`src/rtl/lfsr_shift_register.sv`:
```
`default_nettype none
// ============================================================================
//  Module   : lfsr_shift_register
//  Purpose  : Parametrised serial shift register / LFSR for the keystream
//             datapath. Supports plain shift, key/frame XOR injection, free
//             LFSR run and parallel load, either as direct single steps or
//             as a counted run of N steps launched by one start pulse.
//  Ports    : clk, rst (async, active-high)
//             en          - step enable (direct step in IDLE, stall in RUN)
//             mode[1:0]   - 00 SHIFT, 01 LFSR_XOR, 10 LFSR, 11 LOAD
//             si          - serial input bit
//             pi          - parallel load value
//             start,count - launch a counted run of 'count' steps
//             so          - register contents
//             msb_out     - so[WIDTH-1]
//             clk_bit_out - so[CLK_BIT]
//             fb          - XOR-reduce(so & TAPS), combinational
//             busy, done  - run in progress / one-cycle completion pulse
//  Options  : LFSR_ZERO_GUARD_EN - when defined, an LFSR step from the
//             all-zero state shifts in a 1 so the register cannot lock up.
//  Revision : 1.0 - initial release
// ============================================================================
module lfsr_shift_register #(
    parameter int               WIDTH   = 19,
    parameter logic [WIDTH-1:0] TAPS    = 19'h72000,
    parameter int               CLK_BIT = 8,
    parameter int               CNT_W   = 8
) (
    input  logic             clk,
    input  logic             rst,
    input  logic             en,
    input  logic [1:0]       mode,
    input  logic             si,
    input  logic [WIDTH-1:0] pi,
    input  logic             start,
    input  logic [CNT_W-1:0] count,
    output logic [WIDTH-1:0] so,
    output logic             msb_out,
    output logic             clk_bit_out,
    output logic             fb,
    output logic             busy,
    output logic             done
);

    localparam logic [1:0] c_MODE_SHIFT = 2'b00;
    localparam logic [1:0] c_MODE_XOR   = 2'b01;
    localparam logic [1:0] c_MODE_LFSR  = 2'b10;
    localparam logic [1:0] c_MODE_LOAD  = 2'b11;

    localparam logic [1:0] c_ST_IDLE = 2'd0;
    localparam logic [1:0] c_ST_RUN  = 2'd1;
    localparam logic [1:0] c_ST_DONE = 2'd2;

    logic [1:0]       r_state;
    logic [1:0]       w_state_nxt;
    logic [WIDTH-1:0] r_so;
    logic [WIDTH-1:0] w_so_nxt;
    logic [CNT_W-1:0] r_cnt;
    logic [CNT_W-1:0] w_cnt_nxt;
    logic [1:0]       r_mode;
    logic [1:0]       w_mode_nxt;

    logic             w_fb;
    logic [1:0]       w_step_mode;
    logic             w_in_bit;
    logic [WIDTH-1:0] w_so_step;

    assign w_fb = ^(r_so & TAPS);

    // A counted run always steps in the mode captured at start; direct steps
    // follow the live mode input.
    assign w_step_mode = (r_state == c_ST_RUN) ? r_mode : mode;

    always_comb begin
        w_in_bit = si;
        case (w_step_mode)
            c_MODE_SHIFT: w_in_bit = si;
            c_MODE_XOR:   w_in_bit = w_fb ^ si;
            c_MODE_LFSR: begin
`ifdef LFSR_ZERO_GUARD_EN
                w_in_bit = (r_so == '0) ? 1'b1 : w_fb;
`else
                w_in_bit = w_fb;
`endif
            end
            default:      w_in_bit = si;
        endcase
    end

    assign w_so_step = (w_step_mode == c_MODE_LOAD) ? pi
                                                    : {r_so[WIDTH-2:0], w_in_bit};

    always_comb begin
        w_state_nxt = r_state;
        w_so_nxt    = r_so;
        w_cnt_nxt   = r_cnt;
        w_mode_nxt  = r_mode;
        case (r_state)
            c_ST_IDLE: begin
                if (start) begin
                    w_mode_nxt = mode;
                    w_cnt_nxt  = count;
                    // LOAD completes in a single edge, so it goes straight
                    // to DONE together with zero-length runs.
                    if (mode == c_MODE_LOAD) begin
                        w_so_nxt    = pi;
                        w_state_nxt = c_ST_DONE;
                    end else if (count != '0) begin
                        w_state_nxt = c_ST_RUN;
                    end else begin
                        w_state_nxt = c_ST_DONE;
                    end
                end else if (en) begin
                    w_so_nxt = w_so_step;
                end
            end
            c_ST_RUN: begin
                if (en) begin
                    w_so_nxt  = w_so_step;
                    w_cnt_nxt = r_cnt - CNT_W'(1);
                    if (r_cnt == CNT_W'(1)) begin
                        w_state_nxt = c_ST_DONE;
                    end
                end
            end
            c_ST_DONE: begin
                w_state_nxt = c_ST_IDLE;
            end
            default: begin
                w_state_nxt = c_ST_IDLE;
            end
        endcase
    end

    always_ff @(posedge clk or posedge rst) begin
        if (rst) begin
            r_state <= c_ST_IDLE;
            r_so    <= '0;
            r_cnt   <= '0;
            r_mode  <= c_MODE_SHIFT;
        end else begin
            r_state <= w_state_nxt;
            r_so    <= w_so_nxt;
            r_cnt   <= w_cnt_nxt;
            r_mode  <= w_mode_nxt;
        end
    end

    // busy/done decode directly from state so an async reset clears them
    // without waiting for a clock edge.
    assign so          = r_so;
    assign msb_out     = r_so[WIDTH-1];
    assign clk_bit_out = r_so[CLK_BIT];
    assign fb          = w_fb;
    assign busy        = (r_state == c_ST_RUN);
    assign done        = (r_state == c_ST_DONE);

endmodule
`default_nettype wire
```
`config.mk`:
```
export PLATFORM = sky130hd
export DESIGN_NAME = lfsr_shift_register
export DESIGN_NICKNAME = d
export VERILOG_FILES = /design/src/rtl/lfsr_shift_register.sv
export SDC_FILE = /design/constraint.sdc
export NUM_CORES = 1
export LEC_CHECK = 0
export BUFFER_PORTS_ARGS = -buffer_cell sky130_fd_sc_hd__buf_4
export CORE_MARGIN = 5
export CORE_UTILIZATION = 52
export DETAILED_ROUTE_END_ITERATION = 8
export PLACE_DENSITY = 0.8
export SLEW_MARGIN = 0
export SYNTH_ARGS = -nofsm -noshare
export SYNTH_HDL_FRONTEND = slang
export SYNTH_SLANG_ARGS = --single-unit
```
`constraint.sdc`:
```
create_clock -name clk -period 3.01 [get_ports clk]
set_clock_uncertainty 0.1 [all_clocks]
set_input_delay 0.1505 -clock clk [delete_from_list [all_inputs] [get_ports clk]]
set_output_delay 0.1505 -clock clk [all_outputs]
set_load 0.05 [all_outputs]
```
==> reports/qor.csv <==
stage;metric;value;unit
status;outcome;finished clean;
yosys;area leader, netlist;dfrtp_1;
detailed_routing;vias per cell;5.75;
cts;H-tree levels;2;
critical_path;crit path cell chain;nand2b_2 -> inv_2 -> nand2_1 -> nand2_1 -> ha_1 -> inv_2 -> o22ai_1 -> o2bb2ai_1 -> a21oi_2;
die;DIE HEIGHT;72.3;um
yosys;Post-Synthesis Cells;229;
detailed_routing;via count;1897;
detailed_routing;WL/cell;14.5;um
cells_and_area;layout cells sized above 1;33.3;%
sta;Tmin final;2.56;ns
critical_path;reg-to-reg setup timing slack;0.45;ns
yosys;Post-Syn Area per Cell;8.80;sq um
yosys;synth unique cells;41;
detailed_routing;WL final;4.78;mm
hold_path;Worst Hold End;r_mode[1];
critical_path;FF-to-FF path depth;9;
critical_path;slowest stage delay, CP;0.50;ns
cells_and_area;# diodes;0;
sta;RSZ-0062 raised after global routing;no;
critical_path;CP arrival;2.62;ns
critical_path;Slowest cell on crit path;ha_1;
critical_path;Crit. End Element;register;
yosys;Post-synth EDFFs;0;
cts;CTS Buffer Depth;2;
cells_and_area;Design Area, Final;2550;sq um
yosys;post-synthesis sequential area ratio;38.5;%
cells_and_area;area delta synth->final;26.4;%
run;max-cap violation count;0;
grt;total track usage;19.1;%
grt;largest net degree at the start of global routing;32;
yosys;top_reg_cell synth;dfrtp_1;
die;starting density of the core;54.2;%
grt;GRT Max-Usage Layer;met2;
yosys;top area cells in the synthesized netlist;dfrtp_1 (38%), o2bb2ai_1 (12%), nor2_1 (5.8%), a21oi_1 (4.7%), a21oi_2 (4.3%);
grt;GRT met2 Usage;31.5;%
die;I/O pins;58;
sta;final cycle utilization of the critical path;85.1;%
placement;HPWL after detailed placement;3.55;mm
sta;setup TNS;0;ns
cts;CTS Buf Count;5;
sta;fin. max-slew vios;0;
cts;clk slew on worst S/H paths;0.06;ns
sta;Final Setup Violations;0;
die;area of the die;5220;sq um
die;FP Rows;22;
yosys;Post-synth top cells;dfrtp_1 (31), nor2_1 (31), o2bb2ai_1 (28), a21oi_1 (19), nand2_1 (12);
critical_path;Setup CP Type;register to register;
sta;endpoints failing hold;0;
placement;Post-DP Area;2460;sq um
sta;Max Fclk;0.390;GHz
cts;insertion delay of the later-clocked pin in the worst-skew pair;0.27;ns
die;width of the die;72.3;um
grt;met1 Use GR;25.1;%
detailed_routing;antenna-violating nets left;0;
yosys;async set-reset flop share out of synthesis;100;%
power_and_ir_drop;VDD IR max;0.000475;V
grt;first-pass GRT wire length;8.05;mm
placement;final RePlAce weighted congestion;0.916;
yosys;warning count from the yosys run;0;
placement;number of I/O port buffers;57;
grt;vias in the first global route;1732;
power_and_ir_drop;Static Leak;1.10;nW
detailed_routing;DR iter-0 viols;157;
yosys;Post-Syn Area;2020;sq um
sta;slew margin rel.;58.6;%
sta;Worst Max-Slew Pin Slew;0.619;ns
cells_and_area;Nets;322;
die;Core Area;3720;sq um
cts;CTS sink count;31;
critical_path;Worst EP required;3.06;ns
yosys;#FFs+latches synth;31;
detailed_routing;drt drc;0;
yosys;Synthesized Nets;268;
critical_path;crit path max fanout;19;
hold_path;worst hold path class;input pin to register;
critical_path;Reg-to-Reg Start;r_state[1];
power_and_ir_drop;Pwr Density;1390;nW/um^2
grt;met3 GRT Util;4.29;%
hold_path;hold_sp;mode[1];
grt;initial antenna violation count;0;
yosys;Synth top area share;38.5;%
detailed_routing;drt first pass iters;4;
cts;clk root buf;clkbuf_8;
grt;total global routing overflow;0;
critical_path;Startpoint Class;register;
hold_path;Hold Crit Depth;2;
critical_path;reg-to-reg endpoint;so[11];
cts;CTS tree;built;
critical path: cells and delay by family, from the launching register on:
family	cells	cell delay, ns
and+or+nand+nor	3	0.52
AOI/OAI and AO/OA	3	0.45
DFF	1	0.45
buffers and inverters	2	0.41
adders and majority gates	1	0.50
worst max path at each step:
| stage | from | to | cells after the start | slack [ns] |
|---|---|---|---|---|
| 6_report | r_state[1] | so[11] | 9 | 0.45 |
| 5_1_grt | r_state[1] | so[11] | 9 | 0.22 |
| 4_1_cts | r_state[1] | so[7] | 9 | 0.45 |
| 3_5_place_dp | r_state[1] | so[11] | 9 | 0.46 |
| 3_3_place_gp | r_state[1] | so[11] | 9 | 0.55 |
| 2_1_floorplan | r_state[1] | so[18] | 11 | 0.61 |
cell families after synthesis:
kind of cell | Yosys count | synth area share, %
buffers and inverters | 29 | 6.70
muxes | 3 | 1.61
and+or+nand+nor | 68 | 15.6
DFF | 31 | 38.5
adders and majority gates | 5 | 3.10
AOI/OAI and AO/OA | 90 | 33.1
xor gates and xnor gates | 3 | 1.30
repair_timing:
item | in CTS | in global routing
buffers inserted | 0 | 0
hold buffers | 1 | 0
hold endpoints to repair | 31 | 0
resized for setup | 0 | 0
sequential cells by signal, indices dropped and copies added (netlist names):
| name | cells |
|---|---|
| r_mode | 2 |
| so | 19 |
| r_state | 2 |
| r_cnt | 8 |
metal layers:
| layer | vias up | share of wire [%] | wire length (um) |
|---|---|---|---|
| met2 | 61 | 47 | 2250 |
| met3 | 5 | 8.4 | 402 |
| met5 | - | 0 | 0 |
| li1 | 937 | - | - |
| met1 | 894 | 44 | 2080 |
| met4 | 0 | 0.84 | 40 |
area by class of cell:
| type | instances | area [sq um] |
|---|---|---|
| clock buffers | 6 | 72.6 |
| fillers | 334 | 1170 |
| inverters | 12 | 45.0 |
| multi-input cells | 169 | 1110 |
| flip-flops and latches | 31 | 776 |
| well taps | 48 | 60.1 |
| repair buffers | 64 | 483 |
per-stage QoR:
step / std cells / total power, mW / setup slack (ns) / hold WS [ns] / utilization [%]
3_5_place_dp: 323 / 3.27 / 0.456 / 0.166 / 66.3
3_3_place_gp: 323 / 3.23 / 0.552 / 0.166 / 66.3
2_1_floorplan: 229 / 2.72 / 0.606 / 0.154 / -
6_report: 330 / 3.54 / 0.447 / 0.0198 / 68.6
5_1_grt: 330 / 3.81 / 0.221 / 0.0197 / 68.6
4_1_cts: 330 / 3.56 / 0.447 / 0.0163 / 68.6
power by group:
| part | switching (mW) | internal (mW) | leakage (nW) |
|---|---|---|---|
| clock | 0.135 | 0.154 | 0.0371 |
| combinational | 1.52 | 0.915 | 0.720 |
| sequential | 0.189 | 0.623 | 0.340 |
cell usage in the layout (no fill, tap or decap), types with 3 or more instances in the layout:
cell type and instances:
a21o_1 3, o2bb2ai_1 28, nor2_2 10, o21ai_1 4, clkbuf_8 5, nor3_1 3
inv_2 4, nand2_1 12, inv_1 8, dfrtp_1 31, xnor2_1 3, buf_4 63
a21oi_1 19, nor4_1 3, ha_1 5, nor2_1 31, o22a_1 6, o22ai_1 6
a31oi_1 3, a21oi_2 10
Note: power is estimated with default switching activity, not from simulation.
